## src/rtl/lsu_mem_port_if.sv

```systemverilog
// Data-memory request/acknowledge bus between the load/store unit and data memory.
interface lsu_mem_port_if;
    logic        mem_req;
    logic        mem_we;
    logic [31:0] mem_addr;
    logic [31:0] mem_wdata;
    logic [3:0]  mem_be;
    logic        mem_ack;
    logic [31:0] mem_rdata;

    modport master (
        output mem_req, mem_we, mem_addr, mem_wdata, mem_be,
        input  mem_ack, mem_rdata
    );

    modport slave (
        input  mem_req, mem_we, mem_addr, mem_wdata, mem_be,
        output mem_ack, mem_rdata
    );
endinterface

```

## src/rtl/lsu_mem_port.sv

```systemverilog
// Load/store unit: byte/half/word accesses to data memory over req/ack, stalling the core meanwhile.
// Optional macro LSU_TIMEOUT_EN adds a TIMEOUT-cycle abort for a request that is never acknowledged.
module lsu_mem_port #(
    parameter int unsigned TIMEOUT = 16
) (
    input  logic                  clk,
    input  logic                  rst,
    input  logic                  start,
    input  logic                  we,
    input  logic [1:0]            size,
    input  logic                  unsigned_ld,
    input  logic [31:0]           addr,
    input  logic [31:0]           wdata,
    output logic                  busy,
    output logic                  done,
    output logic                  err,
    output logic [31:0]           rdata,
    lsu_mem_port_if.master        mem
);

    typedef enum logic [1:0] {IDLE, REQ, DONE} state_t;

    if (TIMEOUT < 2) begin : g_timeout_chk
        $error("lsu_mem_port: TIMEOUT must be at least 2");
    end

    state_t      state_q, state_d;
    logic        done_q, done_d;
    logic        err_q, err_d;
    logic [31:0] rdata_q, rdata_d;
    logic        req_q, req_d;
    logic        we_q, we_d;
    logic [31:0] maddr_q, maddr_d;
    logic [31:0] mwdata_q, mwdata_d;
    logic [3:0]  be_q, be_d;
    logic [1:0]  lo_q, lo_d;
    logic [1:0]  size_q, size_d;
    logic        uns_q, uns_d;

    logic        misalign_c;
    logic        timeout_c;
    logic [3:0]  be_c;
    logic [31:0] wdata_c;
    logic [31:0] shifted_c;
    logic [31:0] ld_c;

`ifdef LSU_TIMEOUT_EN
    localparam int unsigned CNT_W = $clog2(TIMEOUT);
    logic [CNT_W-1:0] cnt_q, cnt_d;

    // Counts unacknowledged REQ cycles; held at zero outside REQ.
    always_comb begin
        cnt_d = cnt_q;
        if (state_q != REQ) begin
            cnt_d = '0;
        end else if (!mem.mem_ack) begin
            cnt_d = cnt_q + CNT_W'(1);
        end
    end

    always_ff @(posedge clk) begin
        if (rst) cnt_q <= '0;
        else     cnt_q <= cnt_d;
    end

    assign timeout_c = (state_q == REQ) && !mem.mem_ack && (cnt_q == CNT_W'(TIMEOUT - 1));
`else
    assign timeout_c = 1'b0;
`endif

    // Request decode: alignment, lane enables and store-data replication.
    always_comb begin
        misalign_c = 1'b0;
        be_c       = 4'b1111;
        wdata_c    = wdata;
        case (size)
            2'b00: begin
                be_c    = 4'b0001 << addr[1:0];
                wdata_c = {4{wdata[7:0]}};
            end
            2'b01: begin
                misalign_c = addr[0];
                be_c       = addr[1] ? 4'b1100 : 4'b0011;
                wdata_c    = {2{wdata[15:0]}};
            end
            2'b10:   misalign_c = (addr[1:0] != 2'b00);
            default: misalign_c = 1'b1;
        endcase
    end

    // Load lane select and extension from the latched request.
    always_comb begin
        shifted_c = mem.mem_rdata >> {lo_q, 3'b000};
        case (size_q)
            2'b00:   ld_c = uns_q ? {24'h0, shifted_c[7:0]}
                                  : {{24{shifted_c[7]}}, shifted_c[7:0]};
            2'b01:   ld_c = uns_q ? {16'h0, shifted_c[15:0]}
                                  : {{16{shifted_c[15]}}, shifted_c[15:0]};
            default: ld_c = mem.mem_rdata;
        endcase
    end

    always_comb begin
        state_d  = state_q;
        done_d   = 1'b0;
        err_d    = 1'b0;
        rdata_d  = rdata_q;
        req_d    = req_q;
        we_d     = we_q;
        maddr_d  = maddr_q;
        mwdata_d = mwdata_q;
        be_d     = be_q;
        lo_d     = lo_q;
        size_d   = size_q;
        uns_d    = uns_q;
        case (state_q)
            IDLE: begin
                if (start) begin
                    if (misalign_c) begin
                        state_d = DONE;
                        done_d  = 1'b1;
                        err_d   = 1'b1;
                        rdata_d = '0;
                    end else begin
                        state_d  = REQ;
                        req_d    = 1'b1;
                        we_d     = we;
                        maddr_d  = {addr[31:2], 2'b00};
                        mwdata_d = wdata_c;
                        be_d     = be_c;
                        lo_d     = addr[1:0];
                        size_d   = size;
                        uns_d    = unsigned_ld;
                    end
                end
            end
            REQ: begin
                if (mem.mem_ack) begin
                    state_d = DONE;
                    done_d  = 1'b1;
                    req_d   = 1'b0;
                    rdata_d = we_q ? 32'h0 : ld_c;
                end else if (timeout_c) begin
                    state_d = DONE;
                    done_d  = 1'b1;
                    err_d   = 1'b1;
                    req_d   = 1'b0;
                    rdata_d = '0;
                end
            end
            DONE:    state_d = IDLE;
            default: state_d = IDLE;
        endcase
    end

    always_ff @(posedge clk) begin
        if (rst) begin
            state_q  <= IDLE;
            done_q   <= 1'b0;
            err_q    <= 1'b0;
            rdata_q  <= '0;
            req_q    <= 1'b0;
            we_q     <= 1'b0;
            maddr_q  <= '0;
            mwdata_q <= '0;
            be_q     <= '0;
            lo_q     <= '0;
            size_q   <= '0;
            uns_q    <= 1'b0;
        end else begin
            state_q  <= state_d;
            done_q   <= done_d;
            err_q    <= err_d;
            rdata_q  <= rdata_d;
            req_q    <= req_d;
            we_q     <= we_d;
            maddr_q  <= maddr_d;
            mwdata_q <= mwdata_d;
            be_q     <= be_d;
            lo_q     <= lo_d;
            size_q   <= size_d;
            uns_q    <= uns_d;
        end
    end

    // Stall covers the accepting IDLE cycle so the instruction is held until DONE.
    assign busy          = ((state_q == IDLE) && start && !rst) || (state_q == REQ);
    assign done          = done_q;
    assign err           = err_q;
    assign rdata         = rdata_q;
    assign mem.mem_req   = req_q;
    assign mem.mem_we    = we_q;
    assign mem.mem_addr  = maddr_q;
    assign mem.mem_wdata = mwdata_q;
    assign mem.mem_be    = be_q;

endmodule

```

## src/flat_wrapper.sv

```systemverilog
// flat-port wrapper written by rule: the top's interface ports become plain ports
module lsu_mem_port_flat 
#(
    parameter int unsigned TIMEOUT = 16
)
  (clk, rst, start, we, size, unsigned_ld, addr, wdata, busy, done, err, rdata, mem_mem_req, mem_mem_we, mem_mem_addr, mem_mem_wdata, mem_mem_be, mem_mem_ack, mem_mem_rdata);
  lsu_mem_port_if mem_i ();
  input  logic clk;
  input  logic rst;
  input  logic start;
  input  logic we;
  input  logic [1:0] size;
  input  logic unsigned_ld;
  input  logic [31:0] addr;
  input  logic [31:0] wdata;
  output logic busy;
  output logic done;
  output logic err;
  output logic [31:0] rdata;
  output wire logic [$bits(mem_i.mem_req)-1:0] mem_mem_req;
  output wire logic [$bits(mem_i.mem_we)-1:0] mem_mem_we;
  output wire logic [$bits(mem_i.mem_addr)-1:0] mem_mem_addr;
  output wire logic [$bits(mem_i.mem_wdata)-1:0] mem_mem_wdata;
  output wire logic [$bits(mem_i.mem_be)-1:0] mem_mem_be;
  input wire logic [$bits(mem_i.mem_ack)-1:0] mem_mem_ack;
  input wire logic [$bits(mem_i.mem_rdata)-1:0] mem_mem_rdata;
  assign mem_mem_req = mem_i.mem_req;
  assign mem_mem_we = mem_i.mem_we;
  assign mem_mem_addr = mem_i.mem_addr;
  assign mem_mem_wdata = mem_i.mem_wdata;
  assign mem_mem_be = mem_i.mem_be;
  assign mem_i.mem_ack = mem_mem_ack;
  assign mem_i.mem_rdata = mem_mem_rdata;
  lsu_mem_port #(.TIMEOUT(TIMEOUT)) u_core (.clk(clk), .rst(rst), .start(start), .we(we), .size(size), .unsigned_ld(unsigned_ld), .addr(addr), .wdata(wdata), .busy(busy), .done(done), .err(err), .rdata(rdata), .mem(mem_i));
endmodule
```

## config.mk

```make
export PLATFORM = sky130hd
export DESIGN_NAME = lsu_mem_port_flat
export DESIGN_NICKNAME = d
export VERILOG_FILES = /design/src/rtl/lsu_mem_port_if.sv /design/src/rtl/lsu_mem_port.sv /design/src/flat_wrapper.sv
export SDC_FILE = /design/constraint.sdc
export NUM_CORES = 1
export LEC_CHECK = 0
export ABC_CLOCK_PERIOD_IN_PS = 1580
export BUFFER_PORTS_ARGS = -buffer_cell sky130_fd_sc_hd__clkbuf_2
export CAP_MARGIN = 20
export CORE_ASPECT_RATIO = 0.6
export CORE_MARGIN = 2
export CORE_UTILIZATION = 43
export DETAILED_ROUTE_END_ITERATION = 7
export MAX_ROUTING_LAYER = met4
export PLACE_DENSITY = 0.77
export SLEW_MARGIN = 20
export SYNTH_ARGS = -nofsm -noshare
export SYNTH_HDL_FRONTEND = slang
export SYNTH_SLANG_ARGS = --single-unit
```

## constraint.sdc

```tcl
create_clock -name clk -period 1.58 [get_ports clk]
set_input_delay 0.316 -clock clk [delete_from_list [all_inputs] [get_ports clk]]
set_output_delay 0.316 -clock clk [all_outputs]
set_load 0.02 [all_outputs]
```

* Word level (Yosys, flattened, before mapping) *
Cells that the tools add are included.

storage, ports and cells
  register bits = 109
  bits in latches = 0
  memory bits (writable) = 0
  bits in read-only memories = 0
  input bits = 104
  output and inout bits = 105
  memories = 0

operators by class
  $add $sub $neg = 0
  multiply operators = 0
  div/mod/pow operators = 0
  magnitude comparators = 0
  equal/unequal tests = 8
  shift-type cells = 2
  mux-type cells = 24
  bitwise operators = 2
  reductions and logical operators = 14

operators by type and width
  operator               count
  $mux W32               6
  $pmux W32 S2           3
  $shr A32 B5 Y16        1
  $pmux W4 S2            1
  $reduce_and A4 Y1      2
  $eq A2 B1 Y1 const B   3
  $logic_not A2 Y1       3
  $mux W1                6
  $mux W2                3
  $ne A2 B2 Y1 const B   3
  $mux W4                1
  $pmux W1 S2            2
  $pmux W2 S2            1
  $reduce_bool A2 Y1     2
  $shl A1 B2 Y4 const A  1
  $pmux W1 S3            1
  $reduce_and A3 Y1      1
  $eq A2 B2 Y1 const B   1
  $logic_and A1 B1 Y1    2
  $ne A2 B1 Y1 const B   1
  $not A1 Y1             2
  $reduce_and A2 Y1      1
  $reduce_or A2 Y1       1
  $logic_not A1 Y1       1
  $logic_or A1 B1 Y1     1

* Logic depth before layout (Yosys ltp) *
Gate-level depths: netlist of the first run.

  depth in word-level cells = 6
  mapped depth = 7
  depth with buffers taken out = 4

* Worst setup path before layout of the first run *
No wires, ideal clock.

  path type = input to register
  from = input size[0]
  to = register u_core.rdata_q[13] (netlist: u_core.rdata[13])
  setup time = 0.122 ns
  arrival time = 1.462 ns
  path slack = -0.004 ns
  stages = 6
  cells stage by stage = buf_2 -> a21oi_2 -> or2_4 -> o21a_4 -> buf_6 -> a221o_1

between the ends
  cells in the longest elaborated chain, start to end = 4
  elaborated cells on any way between the ends = 6

RTL lines
  what                                        RTL line             source
  start: declaration                          flat_wrapper.sv:12   input logic [1:0] size;
  $eq A2 B2 Y1, or another cell as far along  lsu_mem_port.sv:76   case (size)
  $pmux W1 S3 (*)                             lsu_mem_port.sv:76
  $ne A2 B1 Y1 (no source line) (*)           -
  $reduce_and A4 Y1 (no source line) (*)      -
  end signal: assignment                      lsu_mem_port.sv:174  rdata_q <= rdata_d;
  end: declaration                            lsu_mem_port.sv:30   logic [31:0] rdata_q, rdata_d;

Mark *: on every way between the ends. The rest lies on a longest branch, timed or not.
A chain may end at the register's enable or synchronous reset.

* Final worst setup path of the first run *
  from = register u_core.lo_q[1]
  to = register u_core.rdata_q[30] (netlist: u_core.rdata[30])

between the ends
  cells in the longest elaborated chain, start to end = 6
  elaborated cells on any way between the ends = 7

RTL lines
  what                                RTL line                                source
  start: declaration                  lsu_mem_port.sv:36                      logic [1:0] lo_q, lo_d;
  start signal: assignment            lsu_mem_port.sv:180                     lo_q <= lo_d;
  $shr A32 B5 Y16 (*)                 lsu_mem_port.sv:93                      shifted_c = mem.mem_rdata >> {lo_q, 3'b000};
  $mux W32, on equally long branches  lsu_mem_port.sv:97, lsu_mem_port.sv:95
  $pmux W32 S2 (*)                    lsu_mem_port.sv:94                      case (size_q)
  $mux W32 (*)                        lsu_mem_port.sv:142                     rdata_d = we_q ? 32'h0 : ld_c;
  $mux W32 (*)                        lsu_mem_port.sv:138                     if (mem.mem_ack) begin
  $pmux W32 S2 (*)                    lsu_mem_port.sv:116                     case (state_q)

Mark *: on every way between the ends. The rest lies on a longest branch, timed or not. The select of a mux whose other input is x is not followed.

==> flow_metrics.py, run 1 <==
metrics = {
    "yosys": {
        "yosys_warnings": 0,
        "async_flop_share_pct": 0,
        "yosysTopAreaCell": "dfxtp_1",
        "yosysMostFrequentCell": "nand2_1",
        "syn_inst": 538,
        "synth_compound_area_share_pct": 27.9,
        "synthSimpleGateAreaFrac_pct": 13.5,
        "ys_types": 45,
        "ys_seq_area_share_pct": 47.0,
        "yosys-top-cells-area": "dfxtp_1, nand2_1, a21oi_1",
        "synth_edf_count": 0,
        "synth_area_um2": 4640,
        "synth-main-ff-cell": "dfxtp_1",
        "synth.area.mux_share_pct": 5.66,
        "synthAdderAreaFrac_pct": 0,
        "synth_common_cells": "nand2_1, dfxtp_1, a21oi_1",
        "ys_ff_latch": 109,
        "synth_xor_area_share_pct": 0,
        "synth.avg_cell_area_um2": 8.63,
        "synth_top_area_share_pct": 47.0,
        "synth_top_family_by_area": "compound AO/OA/AOI/OAI gates",
    },
    "floorplan": {
        "rows": 29,
        "die_area_um2": 11700,
        "die_w_um": 138,
        "die_h_um": 84.5,
        "core_um2": 10600,
        "start_util_pct": 44.0,
        "ioPinCount": 209,
    },
    "global_route": {
        "grt_overflow_total": 0,
        "grt_start_max_net_pins": 66,
        "grt_pass1_vias": 4625,
        "grt_pass1_wl_mm": 24.1,
        "grtUsageTotal_pct": 26.1,
        "antenna_found_initial": 0,
    },
    "clocking": {
        "clk-insertion-delay-late_ns": 0.34,
        "ctsHoldBuffers": 0,
        "root_buffer": "clkbuf_16",
        "path_clk_slew_ns": 0.08,
        "cts_tree": "built",
        "clockBufferDepth": 2,
        "cts_made_buffers": 9,
        "cts_sinks": 109,
        "htreeDepth": 3,
    },
    "sta": {
        "finalSetupViolations": 25,
        "hold_violations": 0,
        "worstMarginPinSlew_ns": 0.695,
        "finalCritPeriodShare_pct": 104,
        "rsz0062_at_grt": "yes",
        "fin_crit_ns": 1.65,
        "fin_hold_ws_ns": 0.190,
        "clock_skew_ns": 0.00710,
        "fmax_ghz": 0.606,
        "slew_viol_final": 0,
        "slew_headroom_pct": 53.6,
        "worst_slack_ns": -0.0709,
    },
    "run": {
        "cap_viol_max_count": 0,
    },
    "setup_path": {
        "path_depth": 6,
        "reg2reg_depth": 6,
        "crit_slowest_cell": "dfxtp_4",
        "path_buf_inv": 2,
        "crit_path_start_kind": "register",
        "cpPeakStageDelay_ns": 0.37,
        "crit_chain": "mux2_4, buf_6, a22oi_2, o2111a_2, clkbuf_16, o2bb2ai_2",
        "arrival_ns": 1.88,
        "worstSetupPathType": "reg2reg",
        "crit_required_ns": 1.81,
        "crit_path_max_fanout": 8,
        "crit_family": "compound AO/OA/AOI/OAI gates",
        "end_kind": "register",
    },
    "routing": {
        "vias_per_cell": 5.52,
        "drtIter0Drc": 436,
        "wl_per_cell_um": 17.2,
        "drc": 0,
        "totalWireLength_mm": 15.5,
        "ant_nets": 0,
        "drt_pass1_iterations": 5,
        "dr_total_vias": 4963,
    },
    "placement": {
        "dp.cells": 878,
        "hpwl_mm": 11.1,
        "place_congestion": 0.943,
        "io_buffers": 206,
    },
    "worst_hold_path": {
        "hold_class": "in2reg",
        "hold_depth": 3,
    },
    "pwr": {
        "p_per_area_nw_per_um2": 998,
        "p_leak_nw": 2.85,
        "ir_worst_vdd_mv": 0.650,
    },
    "layout": {
        "final_cells": 899,
        "drive_above_1_share_pct": 40.8,
        "finalNetCount": 859,
        "antenna_cells": 0,
        "areaGrowthSynthToFinish_pct": 42.1,
    },
    "outcome": {
        "status": "complete, but fails checks",
        "violations": "negative setup slack",
    },
}
-- layout by cell type (no fill, tap or decap), types with 7 or more instances in the layout --
| master | count |
|---|---|
| inv_1 | 9 |
| o221ai_1 | 7 |
| a211oi_1 | 8 |
| a311oi_1 | 10 |
| nor2_1 | 25 |
| mux2i_1 | 24 |
| dfxtp_1 | 107 |
| a21oi_1 | 55 |
| a2bb2oi_1 | 14 |
| a221o_1 | 7 |
| clkbuf_16 | 10 |
| clkbuf_2 | 206 |
| o21ai_0 | 35 |
| nand2_1 | 114 |
| o211ai_1 | 8 |
| o2bb2ai_2 | 12 |
| buf_4 | 36 |
-- tightest hold or removal path, delay by kind of cell --
kind | cells | cell delay (ns)
AO/OA/AOI/OAI | 1 | 0.05
buffers and inverters | 1 | 0.08
AND/OR/NAND/NOR | 1 | 0.04
-- registers in the layout, summed over array words and instances (netlist names) --
| signal | count |
|---|---|
| u_core.mem.mem_we | 1 |
| u_core.mem.mem_be | 4 |
| u_core.size_q | 2 |
| u_core.lo_q | 2 |
| u_core.state_q | 2 |
| u_core.err | 1 |
| u_core.mem.mem_addr | 30 |
| u_core.mem.mem_req | 1 |
| u_core.mem.mem_wdata | 32 |
| u_core.uns_q | 1 |
| u_core.done | 1 |
| u_core.rdata | 32 |
-- kinds of logic after synthesis --
logic type	count (synthesis)
other	1
AO/OA/AOI/OAI	187
flip-flops	109
multiplexers	26
buffers and inverters	59
AND/OR/NAND/NOR	156
-- final cells by class --
cell class	count	area, um2
tap	139	174
inverter	11	41.3
multi-input combinational	371	2400
clock buffer	10	239
sequential	109	2190
timing repair buffer	253	1510
fill	922	3960
clock inverter	6	51.3
-- worst paths after layout --
check / from / slack [ns] / to
hold / removal: addr[21] / 0.19 / u_core.mem.mem_addr[21]
hold reg to reg: u_core.mem.mem_addr[8] / 0.46 / u_core.mem.mem_addr[8]
setup reg to reg: u_core.lo_q[1] / -0.07 / u_core.rdata[30]
setup / recovery: u_core.lo_q[1] / -0.07 / u_core.rdata[30]
-- power breakdown --
group          internal (mW)  leakage [nW]  switching [mW]  total, mW
clock network           1.15         0.146            1.11       2.25
registers               2.89         0.889          0.0889       2.98
logic                  0.557          1.82           0.804       1.36
-- layer usage --
metal	track usage [%]	wire, um	vias to the layer above
met3	5.93	1180	18
li1	-	-	2364
met2	38.9	7090	216
met5	-	0	-
met4	5.57	141	0
met1	36.5	7070	2365
-- repair_timing --
item / 4_1_cts / 5_1_grt
buffers inserted: 2 / 1
endpoints found under the setup margin: 29 / 59
gates resized for setup: 24 / 24
pin swaps: 7 / 6
cloned: 2 / 0
-- through the flow --
step / TNS (ns) / power (mW) / instance area, um2 / setup WS [ns] / utilization (%)
4_1_cts: -0.542 / 6.59 / 6490 / -0.0403 / 61.5
2_1_floorplan: 0 / 3.72 / 4650 / 0.0124 / -
3_5_place_dp: -3.45 / 4.25 / 6030 / -0.187 / 57.1
6_report: -0.930 / 6.59 / 6600 / -0.0709 / 62.5
3_3_place_gp: -0.486 / 4.21 / 6030 / -0.0374 / 57.1
5_1_grt: -1.68 / 6.86 / 6600 / -0.0932 / 62.5
(Power assumes the default switching activity.)
==> run 2: changes to the inputs <==
--- a/constraint.sdc
+++ b/constraint.sdc
@@ -3,2 +3,2 @@
 set_output_delay 0.316 -clock clk [all_outputs]
-set_load 0.02 [all_outputs]
+set_load 0.05 [all_outputs]
==> run 2 against run 1 <==
Against the previous run:
- the flow still finishes with violations (negative setup slack)
- die area unchanged
- setup slack improved by 0.014 ns
- utilization decreased by 1.3 points
- worst hold slack got worse by 0.010 ns
- largest cell class unchanged
- largest power group unchanged
==> flow_metrics.py, run 2 (synthesis gave the netlist of run 1 again) <==
metrics = {
    "global_route": {
        "grt_start_max_net_pins": 57,
        "grt_pass1_vias": 4666,
        "grtUsageTotal_pct": 26.0,
        "grt_pass1_wl_mm": 24.0,
        "antenna_found_initial": 0,
        "grt_overflow_total": 0,
    },
    "clocking": {
        "path_clk_slew_ns": 0.08,
        "cts_made_buffers": 9,
        "cts_sinks": 109,
        "cts_tree": "built",
        "ctsHoldBuffers": 0,
        "root_buffer": "clkbuf_16",
        "clockBufferDepth": 2,
        "htreeDepth": 3,
        "clk-insertion-delay-late_ns": 0.35,
    },
    "pwr": {
        "switchingPower_mw": 2.26,
        "p_comb_share_pct": 22.9,
        "p_per_area_nw_per_um2": 1070,
        "ir_worst_vdd_mv": 0.764,
        "pwr-share-clk_pct": 34.2,
        "p_seq_share_pct": 42.9,
        "p_int_mw": 4.68,
        "p_sw_share_pct": 32.5,
        "p_leak_nw": 2.81,
    },
    "sta": {
        "clock_skew_ns": 0.0112,
        "worst_slack_ns": -0.0567,
        "slew_viol_final": 0,
        "rsz0062_at_grt": "yes",
        "slew_headroom_pct": 60.6,
        "worstMarginPinSlew_ns": 0.591,
        "fmax_ghz": 0.611,
        "finalCritPeriodShare_pct": 104,
        "fin_crit_ns": 1.64,
        "hold_violations": 0,
        "finalSetupViolations": 7,
    },
    "setup_path": {
        "worstSetupPathType": "reg2reg",
        "end_kind": "register",
        "crit_slowest_cell": "dfxtp_4",
        "crit_path_max_fanout": 7,
        "cpPeakStageDelay_ns": 0.38,
        "arrival_ns": 1.87,
        "crit_chain": "mux2_4, a221oi_4, buf_6, a2111oi_2, a221o_1",
        "crit_required_ns": 1.81,
        "crit_path_start_kind": "register",
    },
    "layout": {
        "final_cell_mix": "clkbuf_2, nand2_1, dfxtp_1, a21oi_1, buf_4",
        "nFillCells": 904,
        "drive_above_1_share_pct": 38.4,
        "multi_input_area_um2": 2280,
        "layout.area.seq_um2": 2190,
        "finalNetCount": 859,
        "final_common_cell": "clkbuf_2",
        "final_core_util_pct": 61.3,
        "antenna_cells": 0,
        "final_cells": 899,
        "areaGrowthSynthToFinish_pct": 39.3,
    },
    "floorplan": {
        "ioPinCount": 209,
        "rows": 29,
        "die_w_um": 138,
        "core_um2": 10600,
        "die_h_um": 84.5,
        "start_util_pct": 44.0,
        "die_area_um2": 11700,
    },
    "placement": {
        "io_buffers": 206,
        "place_congestion": 0.937,
        "dp_slack_ns": -0.174,
        "dp.cells": 880,
        "hpwl_mm": 11.3,
    },
    "routing": {
        "wl_per_cell_um": 16.7,
        "highest-signal-layer": "met4",
        "drt_pass1_iterations": 5,
        "wl_met2_mm": 6.52,
        "drtIter0Drc": 433,
        "vias_per_cell": 5.50,
        "totalWireLength_mm": 15.0,
        "wl_met3_mm": 1.14,
        "met1Wirelength_mm": 7.10,
        "dr_total_vias": 4942,
        "ant_nets": 0,
        "drc": 0,
    },
    "run": {
        "cap_viol_max_count": 0,
    },
    "outcome": {
        "violations": "negative setup slack",
        "status": "complete, but fails checks",
    },
    "worst_hold_path": {
        "hold_class": "in2reg",
    },
}
[run 2: changes by cell type in the layout (fill, tap and decap cells not counted), sizes merged]
cell    before  now
bufbuf       1    0
clkbuf     217  216
clkinv       2    4
buf         45   46
inv         15   13
bufinv       0    1
[run 2: layer usage]
layer	vias up	GRT usage, %
li1	2364	-
met1	2312	37.1
met2	242	37.3
met3	24	5.31
met4	0	6.96
met5	-	-
[run 2: worst paths after layout]
check	startpoint	end	slack, ns	cells past startpoint
worst max register to register	u_core.lo_q[1]	u_core.rdata[14]	-0.06	5
worst min register to register	u_core.mem.mem_addr[8]	u_core.mem.mem_addr[8]	0.46	2
worst max-delay path	u_core.lo_q[1]	u_core.rdata[14]	-0.06	5
worst min-delay path	addr[16]	u_core.mem.mem_addr[16]	0.18	3
[run 2: repair_timing]
item,4_1_cts,5_1_grt
gates resized for setup,8,16
pin swaps,1,1
setup endpoints to repair,19,35
cloned,0,1
buffers inserted,2,0
[run 2: cell type report]
type	instances	area share [%]
Inverter	11	0.638
Sequential cell	109	33.8
Multi-Input combinational cell	371	35.2
Clock buffer	9	3.48
Tap cell	139	2.69
Clock inverter	7	1.39
Timing Repair Buffer	253	22.8
[run 2: power by group through the flow]
| stage | Clock (mW) | Sequential (mW) | Combinational (mW) |
|---|---|---|---|
| 3_5_place_dp | 0 | 3.04 | 1.53 |
| 5_1_grt | 2.53 | 2.99 | 1.69 |
| 3_3_place_gp | 0 | 3.03 | 1.50 |
| 4_1_cts | 2.43 | 2.97 | 1.55 |
| 6_report | 2.38 | 2.97 | 1.59 |
| 2_1_floorplan | 0 | 3.47 | 0.550 |
[run 2: critical path, delay by kind of cell (launching register included)]
kind            cells  cell delay (ns)
compound gates      3             0.63
mux                 1             0.34
flops               1             0.38
buf+inv             1             0.18
[run 2: through the flow]
step           total power [mW]  cell area (um2)  TNS (ns)  hold slack [ns]
2_1_floorplan              4.02             4650         0            0.452
3_3_place_gp               4.53             6040    -0.812            0.441
3_5_place_dp               4.56             6040     -1.43            0.446
4_1_cts                    6.95             6390   -0.0170            0.173
5_1_grt                    7.21             6470     -1.86            0.175
6_report                   6.94             6470    -0.311            0.180
